$ cat config.mk
export PLATFORM = sky130hd
export DESIGN_NAME = fsm_deserializer_640_4
export DESIGN_NICKNAME = d
export VERILOG_FILES = /design/src/rtl/fsm_deserializer_640_4.sv
export SDC_FILE = /design/constraint.sdc
export NUM_CORES = 1
export LEC_CHECK = 0
export ABC_CLOCK_PERIOD_IN_PS = 2550
export BUFFER_PORTS_ARGS = -buffer_cell sky130_fd_sc_hd__buf_2
export CAP_MARGIN = 10
export CORE_MARGIN = 1
export CORE_UTILIZATION = 26
export DETAILED_ROUTE_END_ITERATION = 7
export GPL_ROUTABILITY_DRIVEN = 0
export MAX_ROUTING_LAYER = met4
export PLACE_DENSITY = 0.4
export SLEW_MARGIN = 5
export SYNTH_ARGS = -nofsm -noshare
export SYNTH_HDL_FRONTEND = slang
export SYNTH_SLANG_ARGS = --single-unit
$ cat constraint.sdc
create_clock -name clk -period 2.55 [get_ports clk]
set_input_delay 0.3825 -clock clk [delete_from_list [all_inputs] [get_ports clk]]
set_output_delay 0.3825 -clock clk [all_outputs]
set_load 0.02 [all_outputs]
$ cat src/rtl/fsm_deserializer_640_4.sv
`default_nettype none
// ============================================================================
// Module   : fsm_deserializer_640_4
// Purpose  : Receive-side lane deserializer. Tracks a LANES-phase cycle,
//            gathers LANES serial lanes of DATA_W bits into one packed word,
//            tags the last word of each LINE_LEN-lane image row and offers it
//            on a valid/ready interface.
// Ports    : clk        - rising-edge clock
//            reset      - synchronous, active-high reset
//            in_valid   - serial lane valid
//            in_data    - serial lane data (DATA_W)
//            in_ready   - lane accepted this cycle when in_valid is also high
//            out_valid  - packed word valid
//            out_data   - packed word, lane k at [k*DATA_W +: DATA_W]
//            out_last   - word is the last of its row (qualified by out_valid)
//            out_ready  - downstream accepts the word
//            phase      - index of the next lane to be accepted
//            col        - word-column index of the next word to be produced
// Revision : 1.0 - initial release
// ============================================================================
module fsm_deserializer_640_4 #(
    parameter int DATA_W   = 8,
    parameter int LANES    = 4,
    parameter int LINE_LEN = 640,
    parameter int COL_W    = 8
) (
    input  logic                    clk,
    input  logic                    reset,
    input  logic                    in_valid,
    input  logic [DATA_W-1:0]       in_data,
    output logic                    in_ready,
    output logic                    out_valid,
    output logic [LANES*DATA_W-1:0] out_data,
    output logic                    out_last,
    input  logic                    out_ready,
    output logic [1:0]              phase,
    output logic [COL_W-1:0]        col
);

    // Phase states P0..P(LANES-1); the phase register is 2 bits wide.
    localparam logic [1:0]       c_P0       = 2'd0;
    localparam logic [1:0]       c_PLAST    = 2'(LANES - 1);
    localparam logic [COL_W-1:0] c_LAST_COL = COL_W'(LINE_LEN / LANES - 1);
    localparam int               c_ASM_W    = (LANES - 1) * DATA_W;

    logic [1:0]              r_phase;
    logic [1:0]              w_phase_next;
    logic [COL_W-1:0]        r_col;
    logic [c_ASM_W-1:0]      r_asm;
    logic [LANES*DATA_W-1:0] r_out_data;
    logic                    r_out_valid;
    logic                    r_out_last;

    logic w_in_ready;
    logic w_accept;
    logic w_word_load;
    logic w_phase_legal;

    // Only the completing lane can stall: it needs the output register,
    // which is busy while a word is held and not being taken this cycle.
    assign w_in_ready    = !((r_phase == c_PLAST) && r_out_valid && !out_ready);
    assign w_accept      = in_valid && w_in_ready;
    assign w_word_load   = w_accept && (r_phase == c_PLAST);
    assign w_phase_legal = (32'(r_phase) < 32'(LANES));

    // ------------------------------------------------------------------
    // Phase FSM: state register
    // ------------------------------------------------------------------
    always_ff @(posedge clk) begin
        if (reset) begin
            r_phase <= c_P0;
        end else begin
            r_phase <= w_phase_next;
        end
    end

    // ------------------------------------------------------------------
    // Phase FSM: next state
    // ------------------------------------------------------------------
    always_comb begin
        w_phase_next = r_phase;
        if (!w_phase_legal) begin
            // Unreachable encodings recover to the first phase.
            w_phase_next = c_P0;
        end else if (w_accept) begin
            if (r_phase == c_PLAST) begin
                w_phase_next = c_P0;
            end else begin
                w_phase_next = r_phase + 2'd1;
            end
        end
    end

    // ------------------------------------------------------------------
    // Assembly register, output register and word-column counter
    // ------------------------------------------------------------------
    always_ff @(posedge clk) begin
        if (reset) begin
            r_asm       <= '0;
            r_out_data  <= '0;
            r_out_valid <= 1'b0;
            r_out_last  <= 1'b0;
            r_col       <= '0;
        end else begin
            // Lanes before the last go into their slot of the assembly
            // register; these are accepted even while a word is stalled.
            for (int k = 0; k < LANES - 1; k++) begin
                if (w_accept && (r_phase == 2'(k))) begin
                    r_asm[k*DATA_W +: DATA_W] <= in_data;
                end
            end

            if (w_word_load) begin
                // The completing lane bypasses the assembly register so the
                // word is visible the cycle after that lane is presented.
                // A simultaneous output handshake is covered here too: the
                // old word leaves and the new one replaces it, valid stays 1.
                r_out_data  <= {in_data, r_asm};
                r_out_valid <= 1'b1;
                r_out_last  <= (r_col == c_LAST_COL);
                if (r_col == c_LAST_COL) begin
                    r_col <= '0;
                end else begin
                    r_col <= r_col + 1'b1;
                end
            end else if (r_out_valid && out_ready) begin
                r_out_valid <= 1'b0;
            end
        end
    end

    assign in_ready  = w_in_ready;
    assign out_valid = r_out_valid;
    assign out_data  = r_out_data;
    assign out_last  = r_out_last;
    assign phase     = r_phase;
    assign col       = r_col;

endmodule
`default_nettype wire

### Word-level counts from Yosys, hierarchy flattened

Index checks and enable logic that the tools add are counted.

* flip-flop bits (word level): 68
* output and inout bits: 45
* logic and storage cells: 30

* add/subtract/negate cells: 2
* eq/ne operators: 4
* multiplexer cells: 4
* reduce and logical (&&, ||, !) cells: 12

Operator list (number)
* adder 8 x 1 -> 8 bit, second input constant: 1
* equality test 8 bit, second input constant: 1
* logical AND 1 bit: 8
* 2-to-1 mux 8 bit: 1
* equality test 2 bit, second input constant: 2
* adder 2 x 1 -> 2 bit, second input constant: 1
* equality test 2 x 1 -> 1 bit, second input constant: 1
* zero test 1 bit: 2
* zero test 2 bit: 1
* 2-to-1 mux 1 bit: 2
* 2-to-1 mux 2 bit: 1
* nonzero test 2 bit: 1

### Longest topological paths before layout

Gate-level depths: netlist of run 1.

* depth in word-level cells: 7
* depth in mapped cells: 6

### Worst setup path before layout of run 1

Ideal clock, no wire load.

* kind: register -> register
* from: register r_phase[0], in the netlist phase[0]
* to: register r_asm[1]
* library setup time: 128 ps
* data arrival time: 1657 ps
* data required time: 2422 ps
* slack: 765 ps
* stages on the path, launching flop included: 7
* buffers on the path: 1
* path through: dfxtp_1 -> ha_1 -> nand3b_1 -> and3_1 -> buf_4 -> mux2i_1 -> nor2_1

* word-level cells in the longest chain between the ends: 6
* elaborated cells between the ends (all ways): 7
* those cells by class: eq/ne (1); reduce/logical (6)

Ends and longest elaborated chain
* start, declared: line 46 `logic [1:0] r_phase;`
* start signal, assigned: line 71 `r_phase <= c_P0;`
* start signal, assigned: line 73 `r_phase <= w_phase_next;`
* equality test 2 bit: line 61 `assign w_in_ready = !((r_phase == c_PLAST) && r_out_valid && !out_ready);`
* logical AND 1 bit (2 in series): line 61
* zero test 1 bit: line 61
* named net in_ready: line 31 `output logic in_ready,`
* logical AND 1 bit: line 62 `assign w_accept = in_valid && w_in_ready;`
* logical AND 1 bit: line 108 `if (w_accept && (r_phase == 2'(k))) begin`
* end signal, assigned by index: line 109 `r_asm[k*DATA_W +: DATA_W] <= in_data;`
* end, declared: line 49 `logic [c_ASM_W-1:0] r_asm;`

The timed path passes the listed nets, and every way through them passes these cells.
A chain may end at the register's enable or synchronous reset.

### Worst setup path after layout of run 1

* from: register r_phase[0], in the netlist phase[0]
* to: output port in_ready

* word-level cells in the longest chain between the ends: 4

Ends and longest elaborated chain (line)
* equality test 2 bit: 61
* logical AND 1 bit (2 in series): 61
* zero test 1 bit: 61
* end, declared: 31

No other way between the ends.

==> results of run 1 <==
## per-stage QoR
stage,cells,util [%],worst slack (ns),cell area [µm²],hold slack [ns]
floorplan,287,-,0.765,2560,0.431
CTS,474,33.7,0.750,3150,0.312
finish,474,33.7,0.768,3150,0.323
global route,474,33.7,0.589,3150,0.334
global placement,458,31.6,0.806,2960,0.443
detailed placement,458,31.6,0.762,2960,0.442
## layout make-up
cell class,instances,share of cell area (%)
Sequential cell,68,43.2
Multi-Input combinational cell,199,35.1
Inverter,2,0.238
Tap cell,129,5.12
Clock inverter,6,2.06
Timing Repair Buffer,60,10.2
Clock buffer,10,4.05
## kinds of logic after synthesis
family | after synthesis | share of synthesized area (%)
adders and majority gates | 5 | 2.44
xor gates and xnor gates | 7 | 2.39
DFF | 68 | 53.1
AOI/OAI and AO/OA | 38 | 7.71
muxes | 24 | 9.37
and+or+nand+nor | 125 | 21.3
buffers and inverters | 20 | 3.61
## flip-flops by register name, indices dropped and copies added (netlist names)
signal and flops:
out_last 1, r_asm 24, out_valid 1, phase 2, out_data 32, col 8
## cells in the final DEF, fill, tap and decap left out, types with 3 or more instances in the layout
cell / count
buf_4: 3
buf_2: 56
dfxtp_1: 68
ha_1: 5
mux2i_1: 24
clkbuf_8: 9
nor2_1: 34
xnor2_1: 7
and3_1: 3
nand2_1: 70
nand3_1: 5
a21oi_1: 36
## path summary, 6_finish.rpt
kind / start / to / cells past startpoint
hold reg to reg: r_asm[5] / out_data[5] / 2
setup reg to reg: phase[0] / r_asm[13] / 5
hold / removal: in_data[3] / out_data[27] / 3
setup / recovery: phase[0] / in_ready / 3
## metal layers
layer / up-vias / part of all wire [%] / global-route usage (%) / routed length (µm)
li1: 1045 / - / - / -
met1: 935 / 50 / 17.3 / 3100
met2: 34 / 45 / 21.0 / 2830
met3: 8 / 3.1 / 2.14 / 191
met4: 0 / 1.8 / 7.69 / 110
met5: - / 0 / - / 0
## critical path, delay by kind of cell (launching register included)
kind,cells,cell delay (ns)
adders and majority gates,1,0.25
and+or+nand+nor,1,0.18
buffers and inverters,1,0.21
DFF,1,0.41
## report_power, final
part           switching (µW)  total [µW]  internal (µW)
Clock                     423         875            452
Sequential               12.1        1090           1080
Combinational            72.1         114           41.8
Total                     507        2080           1580
==> results.sh, run 1 <==
export IMPL_port_buffers=56
export IMPL_drt_first_iter_violations=49
export IMPL_wl_per_cell_um=13.2
export IMPL_n_fill_cell=1034
export IMPL_yosysMostFrequentCell="nand2_1"
export IMPL_dp_hpwl_um=4070
export IMPL_avgSynthCellArea_um2=8.93
export IMPL_syn_num_nets=304
export IMPL_cts_tree="yes"
export IMPL_nNetsFinal=357
export IMPL_cts_buffer_depth=2
export IMPL_area_growth_pct=23.1
export IMPL_netlist_area_leader_share_pct=53.1
export IMPL_syn_inst=287
export IMPL_p_leak_uw=0.00125
export IMPL_grt_max_degree=37
export IMPL_worstPathArrival_ns=1.40
export IMPL_status="finished, final reports clean"
export IMPL_synth_seq_cells=68
export IMPL_cts_buffers=9
export IMPL_start_util_pct=27.3
export IMPL_grt_pass1_vias=1951
export IMPL_critPathRequiredTime_ns=2.17
export IMPL_multi_input_comb_area_mm2=0.00111
export IMPL_hold_violations=0
export IMPL_grt_total_usage_pct=13.7
export IMPL_yosysTopAreaCell="dfxtp_1"
export IMPL_slew_viol_final=0
export IMPL_layout_drive_gt1_share_pct=23.5
export IMPL_synth_area_leaders="dfxtp_1 53%, nand2_1 10%, mux2i_1 9.4%, a21oi_1 7.0%, nor2_1 5.0%"
export IMPL_power_density_mw_per_mm2=660
export IMPL_clock_sinks=68
export IMPL_synthFlopType="dfxtp_1"
export IMPL_path_max_fanout=6
export IMPL_slowest_delay_ns=0.41
export IMPL_die_y_um=101
export IMPL_synth_edf_count=0
export IMPL_rsz0062_at_grt="no"
export IMPL_coreArea_mm2=0.00937
export IMPL_core_rowCount=35
export IMPL_fin_skew_ns=0.00813
export IMPL_max_cap_violations=0
export IMPL_total_power_uw=2080
export IMPL_htreeDepth=3
export IMPL_start_kind="flop"
export IMPL_grt_ovfl_total=0
export IMPL_crit_slowest_cell="dfxtp_1"
export IMPL_reg2reg_slack_ns=0.77
export IMPL_vias=2022
export IMPL_ctsResizeCount=0
export IMPL_dr_pass1_iters=4
export IMPL_worstMarginPinSlew_ns=0.745
export IMPL_clkLatencyLatePin_ns=0.34
export IMPL_hold_class="in -> reg"
export IMPL_routed_wl_um=6240
export IMPL_ys_seq_area_share_pct=53.1
export IMPL_ant_nets=0
export IMPL_ir_drop_mv=0.235
export IMPL_die_w_um=101
export IMPL_worst_setup_path_end_kind="primary output"
export IMPL_antenna_cells=0
export IMPL_drc_errors=0
export IMPL_crit_chain="ha_1 -> nand3b_1 -> buf_2"
export IMPL_finalCriticalPeriod_ns=1.78
export IMPL_fp_dieArea_mm2=0.0103
export IMPL_ys_types=27
export IMPL_synth_commonest_cells="70 x nand2_1, 68 x dfxtp_1, 36 x a21oi_1"
export IMPL_path_clk_slew_ns=0.08
export IMPL_grt_pass1_wl_um=10200
export IMPL_num_io_pins=57
export IMPL_fmax_mhz=561
export IMPL_yosysWarnings=0
export IMPL_via_per_inst=4.27
export IMPL_fin_crit_sh_pct=69.9
export IMPL_synthArstFlopShare_pct=0
export IMPL_synth_area_mm2=0.00256
export IMPL_antenna_found_initial=0
export IMPL_hold_buffers=0
export IMPL_relSlewSlack_pct=50.4
export IMPL_setup_viol=0
export IMPL_seq_area_mm2=0.00136
export IMPL_setup_worst_path_class="reg -> out"
export IMPL_final_setup_tns_ns=0
export IMPL_cts_root_buf="clkbuf_8"
export IMPL_post_cts_buffers=0
Note: power is estimated with default switching activity, not from simulation.
==> inputs of run 2 (changes only) <==
--- a/config.mk
+++ b/config.mk
@@ -5,7 +5,7 @@
 export SDC_FILE = /design/constraint.sdc
 export NUM_CORES = 1
 export LEC_CHECK = 0
-export ABC_CLOCK_PERIOD_IN_PS = 2550
+export ABC_CLOCK_PERIOD_IN_PS = 1700
 export BUFFER_PORTS_ARGS = -buffer_cell sky130_fd_sc_hd__buf_2
 export CAP_MARGIN = 10
 export CORE_MARGIN = 1
==> constraint.sdc (replaced) <==
create_clock -name clk -period 1.7 [get_ports clk]
set_input_delay 0.255 -clock clk [delete_from_list [all_inputs] [get_ports clk]]
set_output_delay 0.255 -clock clk [all_outputs]
set_load 0.02 [all_outputs]
==> results.sh, run 2 (same netlist as run 1, synthesis figures left out) <==
export IMPL_status="finished, final reports clean"
export IMPL_layout_drive_gt1_share_pct=25.7
export IMPL_cts_buffers=9
export IMPL_dr_pass1_iters=4
export IMPL_drc_errors=0
export IMPL_die_y_um=101
export IMPL_fin_crit_sh_pct=92.6
export IMPL_clock_sinks=68
export IMPL_num_io_pins=57
export IMPL_setup_worst_path_class="reg -> out"
export IMPL_grt_pass1_wl_um=10100
export IMPL_largest_register_ffs=32
export IMPL_cts_buffer_depth=2
export IMPL_min_path_cells=2
export IMPL_nNetsFinal=362
export IMPL_ir_drop_mv=0.308
export IMPL_dp_hpwl_um=4030
export IMPL_grt_total_usage_pct=13.5
export IMPL_rsz0062_at_grt="no"
export IMPL_min_from="reset"
export IMPL_final_common_cell="nand2_1"
export IMPL_path_max_fanout=6
export IMPL_rr_endpoint="r_asm[3]"
export IMPL_hold_buffers=0
export IMPL_hold_path_end="col[4]"
export IMPL_fp_dieArea_mm2=0.0103
export IMPL_via_per_inst=4.28
export IMPL_critPathRequiredTime_ns=1.44
export IMPL_placed_cell_area_mm2=0.00303
export IMPL_mostFrequentLayoutCells="70 x nand2_1, 66 x dfxtp_1, 56 x buf_2, 36 x a21oi_1, 34 x nor2_1"
export IMPL_start_util_pct=27.3
export IMPL_coreArea_mm2=0.00937
export IMPL_port_buffers=56
export IMPL_die_w_um=101
export IMPL_fmax_mhz=635
export IMPL_reg2reg_depth=6
export IMPL_path_clk_slew_ns=0.08
export IMPL_fin_skew_ns=0.00605
export IMPL_drt_first_iter_violations=57
export IMPL_relSlewSlack_pct=81.0
export IMPL_worstPathArrival_ns=1.32
export IMPL_cts_tree="yes"
export IMPL_fin_ws_ns=0.126
export IMPL_setup_viol=0
export IMPL_htreeDepth=3
export IMPL_n_fill_cell=1030
export IMPL_grt_max_degree=63
export IMPL_worstMarginPinSlew_ns=0.284
export IMPL_p_leak_uw=0.00128
export IMPL_rr_startpoint="phase[0]"
export IMPL_vias=2050
export IMPL_antenna_cells=0
export IMPL_routed_wl_um=6220
export IMPL_pre_cts_slack_ns=0.135
export IMPL_start_kind="flop"
export IMPL_finalCriticalPeriod_ns=1.57
export IMPL_wl_per_cell_um=13.0
export IMPL_worst_setup_path_end_kind="primary output"
export IMPL_hold_violations=0
export IMPL_hold_class="in -> reg"
export IMPL_ant_nets=0
export IMPL_grt_ovfl_total=0
export IMPL_reg2reg_slack_ns=0.20
export IMPL_grt_pass1_vias=1975
export IMPL_slew_viol_final=0
export IMPL_clkLatencyLatePin_ns=0.34
export IMPL_cts_root_buf="clkbuf_8"
export IMPL_final_setup_tns_ns=0
export IMPL_core_rowCount=35
export IMPL_power_density_mw_per_mm2=977
export IMPL_design_area_mm2=0.00325
export IMPL_max_cap_violations=0
export IMPL_area_growth_pct=26.7
export IMPL_antenna_found_initial=0
==> run 2: worst max-delay path by stage <==
stage	start	endpoint	slack [ns]	cells after the start
floorplan	phase[0]	r_asm[1]	0.03	6
global placement	phase[0]	col[7]	0.16	5
detailed placement	phase[0]	col[5]	0.14	5
CTS	phase[0]	in_ready	0.07	3
global route	phase[0]	in_ready	0.03	3
finish	phase[0]	in_ready	0.13	3
==> run 2: per-stage QoR <==
| stage | hold WS [ns] | cells | utilization [%] | power, µW |
|---|---|---|---|---|
| 4_1_cts | 0.123 | 478 | 34.5 | 3240 |
| 3_5_place_dp | 0.444 | 462 | 32.3 | 1870 |
| 3_3_place_gp | 0.440 | 462 | 32.3 | 1860 |
| 5_1_grt | 0.139 | 479 | 34.6 | 3320 |
| 6_report | 0.144 | 479 | 34.6 | 3170 |
| 2_1_floorplan | 0.391 | 287 | - | 1790 |
==> run 2: timing repair <==
action | CTS | global route
setup endpoints to repair | 0 | 7
buffers inserted | 0 | 1
resized for setup | 0 | 2
==> run 2: layout make-up <==
cell class / instances / area, µm² / area share (%)
multi-input combinational: 199 / 1120 / 34.4
inverter: 2 / 7.51 / 0.231
sequential: 68 / 1360 / 42.0
clock buffer: 9 / 124 / 3.82
timing repair buffer: 65 / 398 / 12.3
tap: 129 / 161 / 4.97
clock inverter: 7 / 75.1 / 2.31
==> run 2: critical path, stage by stage (launching register included) <==
cell and delay, ns:
dfxtp_2 0.38, ha_2 0.22, nand3b_1 0.17, buf_2 0.22
==> run 2: metal layers <==
metal | routed length [µm] | global-route usage, % | vias up
met5 | 0 | - | -
met4 | 113 | 6.69 | 0
met3 | 223 | 2.76 | 10
met2 | 2820 | 20.2 | 33
met1 | 3070 | 17.2 | 951
li1 | - | - | 1056
==> run 2: power breakdown <==
part           switching (µW)  total (µW)  leakage (µW)  internal (µW)
Sequential               18.2        1640      0.000551           1620
Combinational             110         183      0.000637           73.1
Clock                     665        1350     0.0000923            685
==> inputs of run 3 (changes only) <==
--- a/config.mk
+++ b/config.mk
@@ -5,7 +5,7 @@
 export SDC_FILE = /design/constraint.sdc
 export NUM_CORES = 1
 export LEC_CHECK = 0
-export ABC_CLOCK_PERIOD_IN_PS = 1700
+export ABC_CLOCK_PERIOD_IN_PS = 1330
 export BUFFER_PORTS_ARGS = -buffer_cell sky130_fd_sc_hd__buf_2
 export CAP_MARGIN = 10
 export CORE_MARGIN = 1
@@ -13,7 +13,7 @@
 export DETAILED_ROUTE_END_ITERATION = 7
 export GPL_ROUTABILITY_DRIVEN = 0
 export MAX_ROUTING_LAYER = met4
-export PLACE_DENSITY = 0.4
+export PLACE_DENSITY = 0.42
 export SLEW_MARGIN = 5
 export SYNTH_ARGS = -nofsm -noshare
 export SYNTH_HDL_FRONTEND = slang
==> constraint.sdc (replaced) <==
create_clock -name clk -period 1.33 [get_ports clk]
set_input_delay 0.1995 -clock clk [delete_from_list [all_inputs] [get_ports clk]]
set_output_delay 0.1995 -clock clk [all_outputs]
set_load 0.02 [all_outputs]
==> results.sh, run 3 (same netlist as run 1, synthesis figures left out) <==
export IMPL_hold_violations=0
export IMPL_die_y_um=101
export IMPL_fp_dieArea_mm2=0.0103
export IMPL_n_fill_cell=1027
export IMPL_critPathRequiredTime_ns=1.13
export IMPL_critPathBufInv=2
export IMPL_dp_cells=474
export IMPL_final_common_cell="nand2_1"
export IMPL_grt_ovfl_total=0
export IMPL_setup_worst_path_class="reg -> out"
export IMPL_start_util_pct=27.3
export IMPL_power_density_mw_per_mm2=1210
export IMPL_reg2reg_slack_ns=-0.10
export IMPL_fin_cells=501
export IMPL_grt_pass1_vias=2048
export IMPL_cts_root_buf="clkbuf_8"
export IMPL_routed_wl_um=6580
export IMPL_largest_register_ffs=32
export IMPL_slew_viol_final=0
export IMPL_hold_buffers=0
export IMPL_fmax_mhz=690
export IMPL_reg2reg_depth=8
export IMPL_start_kind="flop"
export IMPL_layout_drive_gt1_share_pct=33.3
export IMPL_antenna_found_initial=0
export IMPL_dr_pass1_iters=4
export IMPL_path_max_fanout=4
export IMPL_clock_sinks=68
export IMPL_worst_setup_path_end_kind="primary output"
export IMPL_grt_pass1_wl_um=10000
export IMPL_drt_first_iter_violations=66
export IMPL_multi_input_comb_area_mm2=0.00122
export IMPL_worstPathArrival_ns=1.25
export IMPL_mostFrequentLayoutCells="69 x nand2_1, 63 x dfxtp_1, 53 x buf_2, 35 x a21oi_1, 34 x nor2_1"
export IMPL_nNetsFinal=384
export IMPL_core_rowCount=35
export IMPL_min_path_cells=2
export IMPL_port_buffers=56
export IMPL_wl_per_cell_um=13.1
export IMPL_fin_ws_ns=-0.120
export IMPL_grt_total_usage_pct=13.4
export IMPL_worstMarginPinSlew_ns=0.374
export IMPL_drc_errors=0
export IMPL_fin_crit_sh_pct=109
export IMPL_status="finished, violations left"
export IMPL_grt_max_degree=53
export IMPL_cts_tree="yes"
export IMPL_fin_skew_ns=0.0105
export IMPL_crit_family="flip-flops"
export IMPL_worstSetupPathDepth=4
export IMPL_setup_viol=56
export IMPL_cts_buffers=9
export IMPL_max_cap_violations=0
export IMPL_vias=2153
export IMPL_coreArea_mm2=0.00937
export IMPL_p_leak_uw=0.00144
export IMPL_clkLatencyLatePin_ns=0.35
export IMPL_cts_buffer_depth=2
export IMPL_antenna_cells=0
export IMPL_ir_drop_mv=0.471
export IMPL_die_w_um=101
export IMPL_via_per_inst=4.30
export IMPL_rsz0062_at_grt="yes"
export IMPL_slowest_delay_ns=0.36
export IMPL_crit_slowest_cell="dfxtp_4"
export IMPL_seq_area_mm2=0.00137
export IMPL_violations="setup timing"
export IMPL_htreeDepth=3
export IMPL_hold_class="in -> reg"
export IMPL_final_setup_tns_ns=-2.85
export IMPL_pre_cts_slack_ns=-0.243
export IMPL_area_growth_pct=43.7
export IMPL_ant_nets=0
export IMPL_num_io_pins=57
export IMPL_crit_chain="ha_4 -> nand3b_1 -> buf_4 -> buf_6"
export IMPL_dp_hpwl_um=4270
export IMPL_finalCriticalPeriod_ns=1.45
export IMPL_relSlewSlack_pct=75.0
export IMPL_path_clk_slew_ns=0.07
run 3: changes by cell type in the layout (fill, tap and decap cells not counted), sizes merged:
cell,delta
buf,+19
bufinv,+2
clkbuf,+4
clkinv,+2
clkinvlp,-3
inv,-2
run 3: cell type report:
type                       instances  share of cell area [%]
multi-input combinational        199                    33.2
tap                              129                    4.38
sequential                        68                    37.3
inverter                           2                   0.204
timing repair buffer              87                    18.4
clock inverter                     6                    3.06
clock buffer                      10                    3.47
run 3: worst paths after layout:
path         startpoint       end
min reg2reg    out_last  out_last
min               reset  out_last
max reg2reg    phase[0]    col[0]
max            phase[1]  in_ready
run 3: worst register-to-register path, delay by kind of cell, from the launching register on:
kind,cells,cell delay [ns]
and+or+nand+nor,3,0.21
DFF,1,0.36
buffers and inverters,3,0.44
adders and majority gates,1,0.17
xor gates and xnor gates,1,0.14
run 3: report_power, final:
part | total [µW] | internal (µW) | leakage, µW | switching (µW)
Clock | 2070 | 1250 | 0.000120 | 822
Sequential | 2100 | 2070 | 0.000553 | 22.3
Combinational | 297 | 141 | 0.000764 | 156
Total | 4460 | 3460 | 0.00144 | 1000
run 3: per-layer routing:
metal | global-route usage, % | routed length [µm]
met3 | 4.69 | 302
met1 | 16.3 | 3150
met5 | - | 0
met2 | 20.5 | 3040
met4 | 5.02 | 95
run 3: what timing repair did:
action,in CTS,in global routing
endpoints found under the setup margin,66,69
pin swaps,6,27
setup buffers,5,3
cloned,0,3
resized for setup,13,16
run 3: metrics by stage:
stage          util (%)  hold WS [ns]  total power [µW]  area (µm²)
2_1_floorplan         -         0.336              2300        2600
3_3_place_gp       33.7         0.441              2400        3160
3_5_place_dp       33.7         0.445              2400        3160
4_1_cts            37.4        0.0794              4500        3510
5_1_grt            39.3        0.0832              4640        3680
6_report           39.3        0.0869              4460        3680
